==> config.mk <==
export PLATFORM = sky130hd
export DESIGN_NAME = ca_gen_scheduler
export DESIGN_NICKNAME = d
export VERILOG_FILES = /design/src/rtl/ca_gen_scheduler.sv
export SDC_FILE = /design/constraint.sdc
export NUM_CORES = 1
export LEC_CHECK = 0
export CAP_MARGIN = 15
export CORE_ASPECT_RATIO = 0.75
export CORE_MARGIN = 1.5
export CORE_UTILIZATION = 60
export CTS_BUF_LIST = sky130_fd_sc_hd__clkbuf_16
export DETAILED_ROUTE_END_ITERATION = 8
export PLACE_DENSITY = 0.82
export SETUP_SLACK_MARGIN = 0.2
export SLEW_MARGIN = 5
export SYNTH_ARGS = -nofsm -noshare
export SYNTH_HDL_FRONTEND = slang
export SYNTH_SLANG_ARGS = --single-unit
==> constraint.sdc <==
create_clock -name clk -period 4 [get_ports clk]
set_clock_uncertainty 0.15 [all_clocks]
set_input_delay 0.6 -clock clk [delete_from_list [all_inputs] [get_ports clk]]
set_output_delay 0.6 -clock clk [all_outputs]
set_load 0.05 [all_outputs]
==> src/rtl/ca_gen_scheduler.sv <==
// rtl/ca_gen_scheduler.sv - elementary cellular automaton generation scheduler
// Clears the image rows, seeds one cell, then writes a new generation every FRAMES_PER_GEN frames during blanking.
module ca_gen_scheduler #(
   parameter int WIDTH          = 80,
   parameter int ROWS           = 60,
   parameter int ROW_BITS       = 7,
   parameter int FRAMES_PER_GEN = 4,
   parameter int WRAP           = 1,
   parameter int SEED_COL       = WIDTH / 2
) (
   input  logic                clk,
   input  logic                resetn,
   input  logic                frame_tick,
   input  logic                blank,
   input  logic [7:0]          rule,
   input  logic                restart,
   output logic                wr_en,
   output logic [ROW_BITS-1:0] wr_row,
   output logic [WIDTH-1:0]    wr_data,
   output logic                busy,
   output logic [15:0]         gen_count
);

   localparam int FC_BITS = (FRAMES_PER_GEN > 1) ? $clog2(FRAMES_PER_GEN) : 1;
   localparam logic [FC_BITS-1:0]  FC_LAST  = FC_BITS'(FRAMES_PER_GEN - 1);
   localparam logic [ROW_BITS-1:0] ROW_LAST = ROW_BITS'(ROWS - 1);
   localparam logic [WIDTH-1:0]    SEED_ROW = {{(WIDTH-1){1'b0}}, 1'b1} << SEED_COL;

   typedef enum logic [2:0] {
      S_CLEAR,
      S_SEED,
      S_IDLE,
      S_COMPUTE,
      S_WRITE
   } state_t;

   state_t              state, state_d;
   logic [ROW_BITS-1:0] clr_ptr, clr_ptr_d;
   logic [ROW_BITS-1:0] wr_ptr, wr_ptr_d;
   logic [FC_BITS-1:0]  frame_cnt, frame_cnt_d;
   logic [WIDTH-1:0]    cur, cur_d;
   logic [WIDTH-1:0]    nxt, nxt_d;
   logic [15:0]         gen_count_d;
   logic                wr_en_d;
   logic [ROW_BITS-1:0] wr_row_d;
   logic [WIDTH-1:0]    wr_data_d;
   logic                busy_d;

   // ext[0] is the left neighbour of column 0, ext[WIDTH+1] the right neighbour of the last column
   logic [WIDTH+1:0]    ext;
   logic [WIDTH-1:0]    gen_row;

   always_comb begin
      ext     = {(WRAP != 0) ? cur[0] : 1'b0, cur, (WRAP != 0) ? cur[WIDTH-1] : 1'b0};
      gen_row = '0;
      for (int c = 0; c < WIDTH; c++) begin
         gen_row[c] = rule[{ext[c], ext[c+1], ext[c+2]}];
      end
   end

   always_ff @(posedge clk or negedge resetn) begin
      if (!resetn) begin
         state     <= S_CLEAR;
         clr_ptr   <= '0;
         wr_ptr    <= '0;
         frame_cnt <= '0;
         cur       <= '0;
         nxt       <= '0;
         gen_count <= '0;
         wr_en     <= 1'b0;
         wr_row    <= '0;
         wr_data   <= '0;
         busy      <= 1'b1;
      end else begin
         state     <= state_d;
         clr_ptr   <= clr_ptr_d;
         wr_ptr    <= wr_ptr_d;
         frame_cnt <= frame_cnt_d;
         cur       <= cur_d;
         nxt       <= nxt_d;
         gen_count <= gen_count_d;
         wr_en     <= wr_en_d;
         wr_row    <= wr_row_d;
         wr_data   <= wr_data_d;
         busy      <= busy_d;
      end
   end

   always_comb begin
      state_d     = state;
      clr_ptr_d   = clr_ptr;
      wr_ptr_d    = wr_ptr;
      frame_cnt_d = frame_cnt;
      cur_d       = cur;
      nxt_d       = nxt;
      gen_count_d = gen_count;
      wr_en_d     = 1'b0;
      wr_row_d    = wr_row;
      wr_data_d   = wr_data;

      // restart outranks any tick or write that lands in the same cycle
      if (restart) begin
         state_d     = S_CLEAR;
         clr_ptr_d   = '0;
         wr_ptr_d    = '0;
         frame_cnt_d = '0;
         cur_d       = '0;
         nxt_d       = '0;
         gen_count_d = '0;
         wr_row_d    = '0;
         wr_data_d   = '0;
      end else begin
         case (state)
            S_CLEAR: begin
               if (blank) begin
                  wr_en_d   = 1'b1;
                  wr_row_d  = clr_ptr;
                  wr_data_d = '0;
                  if (clr_ptr == ROW_LAST) begin
                     clr_ptr_d = '0;
                     state_d   = S_SEED;
                  end else begin
                     clr_ptr_d = clr_ptr + 1'b1;
                  end
               end
            end
            S_SEED: begin
               cur_d = SEED_ROW;
               if (blank) begin
                  wr_en_d     = 1'b1;
                  wr_row_d    = '0;
                  wr_data_d   = SEED_ROW;
                  wr_ptr_d    = ROW_BITS'(1);
                  gen_count_d = '0;
                  frame_cnt_d = '0;
                  state_d     = S_IDLE;
               end
            end
            S_IDLE: begin
               if (frame_tick) begin
                  if (frame_cnt == FC_LAST) begin
                     frame_cnt_d = '0;
                     state_d     = S_COMPUTE;
                  end else begin
                     frame_cnt_d = frame_cnt + 1'b1;
                  end
               end
            end
            S_COMPUTE: begin
               nxt_d   = gen_row;
               state_d = S_WRITE;
            end
            S_WRITE: begin
               if (blank) begin
                  wr_en_d     = 1'b1;
                  wr_row_d    = wr_ptr;
                  wr_data_d   = nxt;
                  cur_d       = nxt;
                  gen_count_d = gen_count + 16'd1;
                  wr_ptr_d    = (wr_ptr == ROW_LAST) ? '0 : wr_ptr + 1'b1;
                  state_d     = S_IDLE;
               end
            end
            default: state_d = S_CLEAR;
         endcase
      end

      busy_d = (state_d != S_IDLE);
   end

endmodule

==> summary.md, run 1 <==
| Metric | Value |
|---|---|
| Yosys reg bits | `284` |
| Nets | `1272` |
| Initial core utilization | `0.6184` |
| # resized after CTS | `0` |
| Worst Reg-to-Reg Cells | `5` |
| CTS Hold Buffers Added | `1` |
| Initial antenna violation count | `0` |
| Cell with the most instances after synthesis | `dfrtp_1` |
| DP Worst Slack | `760.2 ps` |
| Mapped Cells | `1246` |
| Clk root buf | `clkbuf_16` |
| EDFF count, synth | `0` |
| Top post-synthesis cells by area | `dfrtp_1 45%, mux4_2 23%, a22o_1 8.9%` |
| Area leader, netlist | `dfrtp_1` |
| Mapped cell area | `15590 um2` |
| Peak supply drop | `0.3811 mV` |
| WS Path Type | `register to register` |
| Crit path cell chain | `nor2b_1 > nor2_1 > o21ba_4 > buf_12 > a22o_1` |
| RSZ-0062 raised after global routing | `false` |
| WP buf/inv | `1` |
| Final hold slack | `329.0 ps` |
| Relative slew slack | `0.2763` |
| Yosys warns | `0` |
| Layout cells sized above 1 | `0.1931` |
| Top_reg_cell synth | `dfrtp_1` |
| Die height | `142.6 um` |
| Post-route setup TNS | `0 ps` |
| Fin crit share | `0.6900` |
| Final setup viols | `0` |
| Crit Path Max Fanout | `52` |
| Post-CTS setup buffers | `0` |
| FP Rows | `50` |
| Fmax | `0.3623 GHz` |
| Crit. End Element | `register` |
| Static Leak | `0.007003 uW` |
| Slew Limit Fails | `0` |
| Worst Hold Depth | `2` |
| Outcome | `complete, no violations` |
| FF-to-FF setup slack | `1240 ps` |
| Post-DR vias/cell | `6.931` |
| Vias in the first global route | `11260` |
| Total grt overflow | `0` |
| Total GRT Usage | `0.2827` |
| Post-synth top cells | `283 x dfrtp_1, 160 x mux4_2, 158 x a22o_1` |
| Family with the most delay on the worst path | `flip-flops` |
| DIE AREA | `26970 um2` |
| Worst Path Required | `4260 ps` |
| PortBufs | `117` |
| Synth cell types | `44` |
| TritonCTS clock tree | `built` |
| Clk buf depth | `3` |
| Core region area | `25210 um2` |
| Post-synth top area share | `0.4542` |
| Worst-Margin Slew | `1076 ps` |
| Syn avg cell area | `12.51 um2` |
| Critical Path Stages | `5` |
| Starting DRT DRC Count | `1236` |
| Routed Antenna Nets | `0` |
| H-tree depth | `1` |
| Startpoint types | `register` |
| WP data arrival | `3020 ps` |
| Ports | `118` |
| DRC | `0` |
| Post-Layout Cell Count | `1612` |
| PwrDens | `332.1 nW/um2` |
| GPL Wtd Cong | `0.8445` |
| CTS buffer count | `29` |
| Total number of vias | `11170` |
| Net count after synthesis | `1263` |
| DRT Pass-1 Iters | `5` |
| Worst-Skew Late Latency | `540 ps` |
| Fin crit period | `2760 ps` |
| Die Wd | `189.1 um` |
| Seq/Total Area, Yosys | `0.4559` |
| Hold WC Path Type | `register to register` |
| CTS Sinks | `284` |
| Slowest cell on the critical path | `dfrtp_1` |
| Fraction of registers with async set/reset | `1.000` |
| Final hold violations | `0` |
| Synth-to-layout area growth | `13.10%` |
| ANT cells | `0` |
| MaxCap Viol Count | `0` |
| Detailed Place HPWL | `21490 um` |
| Fillers | `1651` |
| Max incr delay on CP | `790 ps` |
| First-pass GRT wire length | `60730 um` |
| Post-DR wirelength/cell | `22.89 um` |
| Setup WS post-layout | `1240 ps` |
| Placed Cells | `1561` |
| Routed Wire Length | `36900 um` |
| Largest net degree at the start of global routing | `88` |
| CTS clk-pin slew, worst paths | `60 ps` |
==> worst paths after layout <==
path | from | end
setup / recovery | state[0] | cur[47]
min in group asynchronous | resetn | wr_data[10]
hold / removal | wr_row[2] | wr_row[2]
setup reg to reg | state[0] | cur[47]
max in group asynchronous | resetn | busy
hold reg to reg | wr_row[2] | wr_row[2]
==> per-layer routing <==
metal	vias to the layer above	GRT usage	wire length, um	part of all wire
met3	73	0.06583	3388	0.092
met2	616	0.4323	17410	0.47
met5	-	0	0	0
met1	5707	0.4111	15290	0.41
met4	0	0.07937	807	0.022
li1	4777	-	-	-
==> power breakdown <==
part,internal (uW),switching (uW),total (uW)
combinational,164,270,435
sequential,2880,7.77,2890
clock,1430,1100,2540
==> tightest hold or removal path: stages (launching register included) <==
cell	delay, ps
dfrtp_1	340
nand2_1	40
o21ai_0	60
==> layout make-up <==
class,instances,area (um2),area share
Clock buffer,29,725.7,0.04115
Clock inverter,21,147.6,0.008372
Inverter,3,11.26,0.0006386
Multi-Input combinational cell,789,7785,0.4415
Sequential cell,284,7108,0.4031
Tap cell,338,422.9,0.02398
Timing Repair Buffer,148,1434,0.08131
==> logic make-up (layout without fill, tap and decap cells) <==
group                    after synthesis  count (layout)  synth area share
AND/OR/NAND/NOR                      213             213           0.06259
flip-flops                           284             284            0.4559
multiplexers                         241             241            0.2831
XOR/XNOR                               5               5          0.002809
adder cells (fa/ha/maj)                4               4          0.003210
buffers and inverters                173             201           0.04711
AO/OA/AOI/OAI                        326             326            0.1453
==> placed cells by master, fill, tap and decap left out, types with 25 or more instances in the layout <==
cell             count
a21oi_1             30
a22o_1             158
buf_4               25
clkbuf_16           29
clkdlybuf4s50_1    108
dfrtp_1            283
mux2i_1             81
mux4_2             160
nand2_1            122
nor2_1              26
o21ai_0            114
==> registers in the layout, summed over array words and instances (netlist names) <==
signal	flops
gen_count	16
cur	80
clr_ptr	7
state	3
nxt	80
frame_cnt	2
busy	1
wr_en	1
wr_row	7
wr_data	80
wr_ptr	7
==> stage by stage <==
stage	total power, uW	instance area, um2	utilization
2_1_floorplan	3205	15590	-
3_3_place_gp	3354	16750	0.6643
3_5_place_dp	3367	16750	0.6643
4_1_cts	5897	17630	0.6993
5_1_grt	6049	17630	0.6995
6_report	5857	17630	0.6995
(Power assumes the default switching activity.)
==> run 2, diff against run 1 <==
- CORE_UTILIZATION: 60 -> 59
- PLACE_DENSITY: 0.82 -> 0.8
- clock period: 4 -> 2.6 ns (I/O delays scaled with it)
==> summary.md, run 2 (synthesis results as in run 1) <==
| Metric | Value |
|---|---|
| Worst Reg-to-Reg Cells | `3 (was 5)` |
| Clk buf depth | `3 (unchanged)` |
| H-tree depth | `1 (unchanged)` |
| Static Leak | `0.007221 uW (was 0.007003 uW)` |
| Final hold slack | `220.7 ps (was 329.0 ps)` |
| Initial core utilization | `0.6003 (was 0.6184)` |
| Final hold violations | `0 (unchanged)` |
| Die Wd | `190.7 um (was 189.1 um)` |
| FF-to-FF setup slack | `300 ps (was 1240 ps)` |
| Fin crit share | `0.9073` |
| Largest net degree at the start of global routing | `81 (was 88)` |
| Relative slew slack | `0.4312 (was 0.2763)` |
| CTS Sinks | `284 (unchanged)` |
| Fillers | `1782 (was 1651)` |
| Most frequent cells in the layout | `283 x dfrtp_1, 160 x mux4_2, 158 x a22o_1, 122 x nand2_1, 113 x o21ai_0 (was 283 x dfrtp_1, 160 x mux4_2, 158 x a22o_1, 122 x nand2_1, 114 x o21ai_0)` |
| RR Endpoint | `gen_count[10] (was cur[47])` |
| Crit Path Max Fanout | `4 (was 52)` |
| Startpoint types | `register (unchanged)` |
| DRC | `0 (unchanged)` |
| PortBufs | `117 (unchanged)` |
| Detailed Place HPWL | `20460 um (was 21490 um)` |
| Reg2Reg Launch Point | `state[2] (was state[0])` |
| Critical Path Source | `gen_count[10] (was state[0])` |
| Slew Limit Fails | `0 (unchanged)` |
| Final setup viols | `0 (unchanged)` |
| Worst-Skew Late Latency | `550 ps (was 540 ps)` |
| Worst-Margin Slew | `845.4 ps (was 1076 ps)` |
| Family with the most delay on the worst path | `buffers and inverters (was flip-flops)` |
| DIE AREA | `27420 um2 (was 26970 um2)` |
| Total GRT Usage | `0.2798 (was 0.2827)` |
| PwrDens | `524.3 nW/um2 (was 332.1 nW/um2)` |
| Routed Wire Length | `36970 um (was 36900 um)` |
| Total grt overflow | `0 (unchanged)` |
| Nets | `1276 (was 1272)` |
| Routed Antenna Nets | `0 (unchanged)` |
| Hold WC Path Type | `input port to async pin (was register to register)` |
| CTS buffer count | `28 (was 29)` |
| Synth-to-layout area growth | `15.30% (was 13.10%)` |
| Starting DRT DRC Count | `1103 (was 1236)` |
| ANT cells | `0 (unchanged)` |
| MaxCap Viol Count | `0 (unchanged)` |
| Placed Cells | `1572 (was 1561)` |
| RSZ-0062 raised after global routing | `false (unchanged)` |
| Post-route setup TNS | `0 ps (unchanged)` |
| Commonest non-fill, non-tap cell in the layout | `dfrtp_1 (unchanged)` |
| Post-DR vias/cell | `6.874 (was 6.931)` |
| Outcome | `complete, no violations (unchanged)` |
| Crit path cell chain | `clkdlybuf4s50_1 (was nor2b_1 > nor2_1 > o21ba_4 > buf_12 > a22o_1)` |
| Max incr delay on CP | `850 ps (was 790 ps)` |
| DRT Pass-1 Iters | `5 (unchanged)` |
| Post-DR wirelength/cell | `22.75 um (was 22.89 um)` |
| Clk root buf | `clkbuf_16 (unchanged)` |
| Vias in the first global route | `11130 (was 11260)` |
| GPL Wtd Cong | `0.8634 (was 0.8445)` |
| WP buf/inv | `1 (unchanged)` |
| FP Rows | `51 (was 50)` |
| CTS clk-pin slew, worst paths | `70 ps (was 60 ps)` |
| Total number of vias | `11170 (about the same)` |
| Post-Layout Cell Count | `1625 (was 1612)` |
| Slowest cell on the critical path | `clkdlybuf4s50_1 (was dfrtp_1)` |
| Fmax | `0.4239 GHz` |
| Layout cells sized above 1 | `0.2022 (was 0.1931)` |
| WS Path Type | `register to output port (was register to register)` |
| Fin crit period | `2359 ps` |
| Top flop regs | `cur: 80 flops, nxt: 80 flops, wr_data: 80 flops (unchanged)` |
| TritonCTS clock tree | `built (unchanged)` |
| Peak supply drop | `0.5883 mV (was 0.3811 mV)` |
| Core region area | `25970 um2 (was 25210 um2)` |
| Critical path endpoint | `gen_count[10] (was cur[47])` |
| Die height | `143.8 um (was 142.6 um)` |
| Worst Path Required | `2060 ps (was 4260 ps)` |
| Initial antenna violation count | `0 (unchanged)` |
| Critical Path Stages | `1 (was 5)` |
| Post-CTS setup buffers | `0 (unchanged)` |
| Crit. End Element | `output port (was register)` |
| First-pass GRT wire length | `61060 um (was 60730 um)` |
| WP data arrival | `1820 ps (was 3020 ps)` |
| Ports | `118 (unchanged)` |
run 2: cell count changes in the layout (fill, tap and decap cells not counted), moves of 3 or more:
cell	delta
buf_12	+15
buf_4	-10
clkdlybuf4s50_1	-8
dlymetal6s2s_1	+5
inv_1	-4
bufinv_16	+3
clkinvlp_4	+3
dlygate4sd2_1	+3
run 2: repair_timing:
item | 4_1_cts | 5_1_grt
gates resized for setup | 3 | 8
gates cloned | 0 | 0
hold endpoints to repair | 52 | 0
endpoints found under the setup margin | 3 | 60
hold buffers | 1 | 0
run 2: worst min-delay path by stage:
stage / start / end / slack (ps) / cells past startpoint
5_1_grt: resetn / wr_data[11] / 250 / 2
6_report: resetn / wr_data[11] / 220 / 2
3_5_place_dp: resetn / wr_data[12] / 220 / 1
4_1_cts: resetn / wr_data[11] / 230 / 2
3_3_place_gp: resetn / wr_data[9] / 210 / 1
2_1_floorplan: resetn / clr_ptr[0] / -60 / 0
run 2: per-stage QoR:
| step | utilization | area (um2) | worst slack, ps | total power [uW] |
|---|---|---|---|---|
| after detailed placement | 0.6538 | 16980 | 212.2 | 5211 |
| after global placement | 0.6538 | 16980 | 232.0 | 5197 |
| after CTS | 0.6915 | 17960 | 200.4 | 9491 |
| final | 0.6922 | 17980 | 241.1 | 9425 |
| after global routing | 0.6922 | 17980 | 201.2 | 9734 |
| after floorplan | - | 15590 | 401.8 | 4930 |
run 2: power by group:
| group | internal (uW) | switching, uW | leakage (uW) | total, uW |
|---|---|---|---|---|
| Clock | 2520 | 1770 | 0.000473 | 4290 |
| Sequential | 4420 | 11.9 | 0.00396 | 4440 |
| Combinational | 281 | 418 | 0.00279 | 699 |
| Total | 7230 | 2200 | 0.00722 | 9420 |
run 2: layout make-up:
cell class              count  area, um2  share of cell area
multi-input cells         789       7787              0.4332
repair buffers            153       1668             0.09278
clock buffers              29      725.7             0.04037
inverters                   3      11.26           0.0006264
flip-flops and latches    284       7108              0.3954
well taps                 344      430.4             0.02394
clock inverters            23      246.5             0.01371
run 2: routing by layer:
metal / track usage / wire [um] / vias up
met3: 0.04151 / 2600 / 59
met1: 0.4177 / 15980 / 5802
met5: 0 / 0 / -
li1: - / - / 4784
met2: 0.4367 / 17720 / 526
met4: 0.06921 / 662 / 0
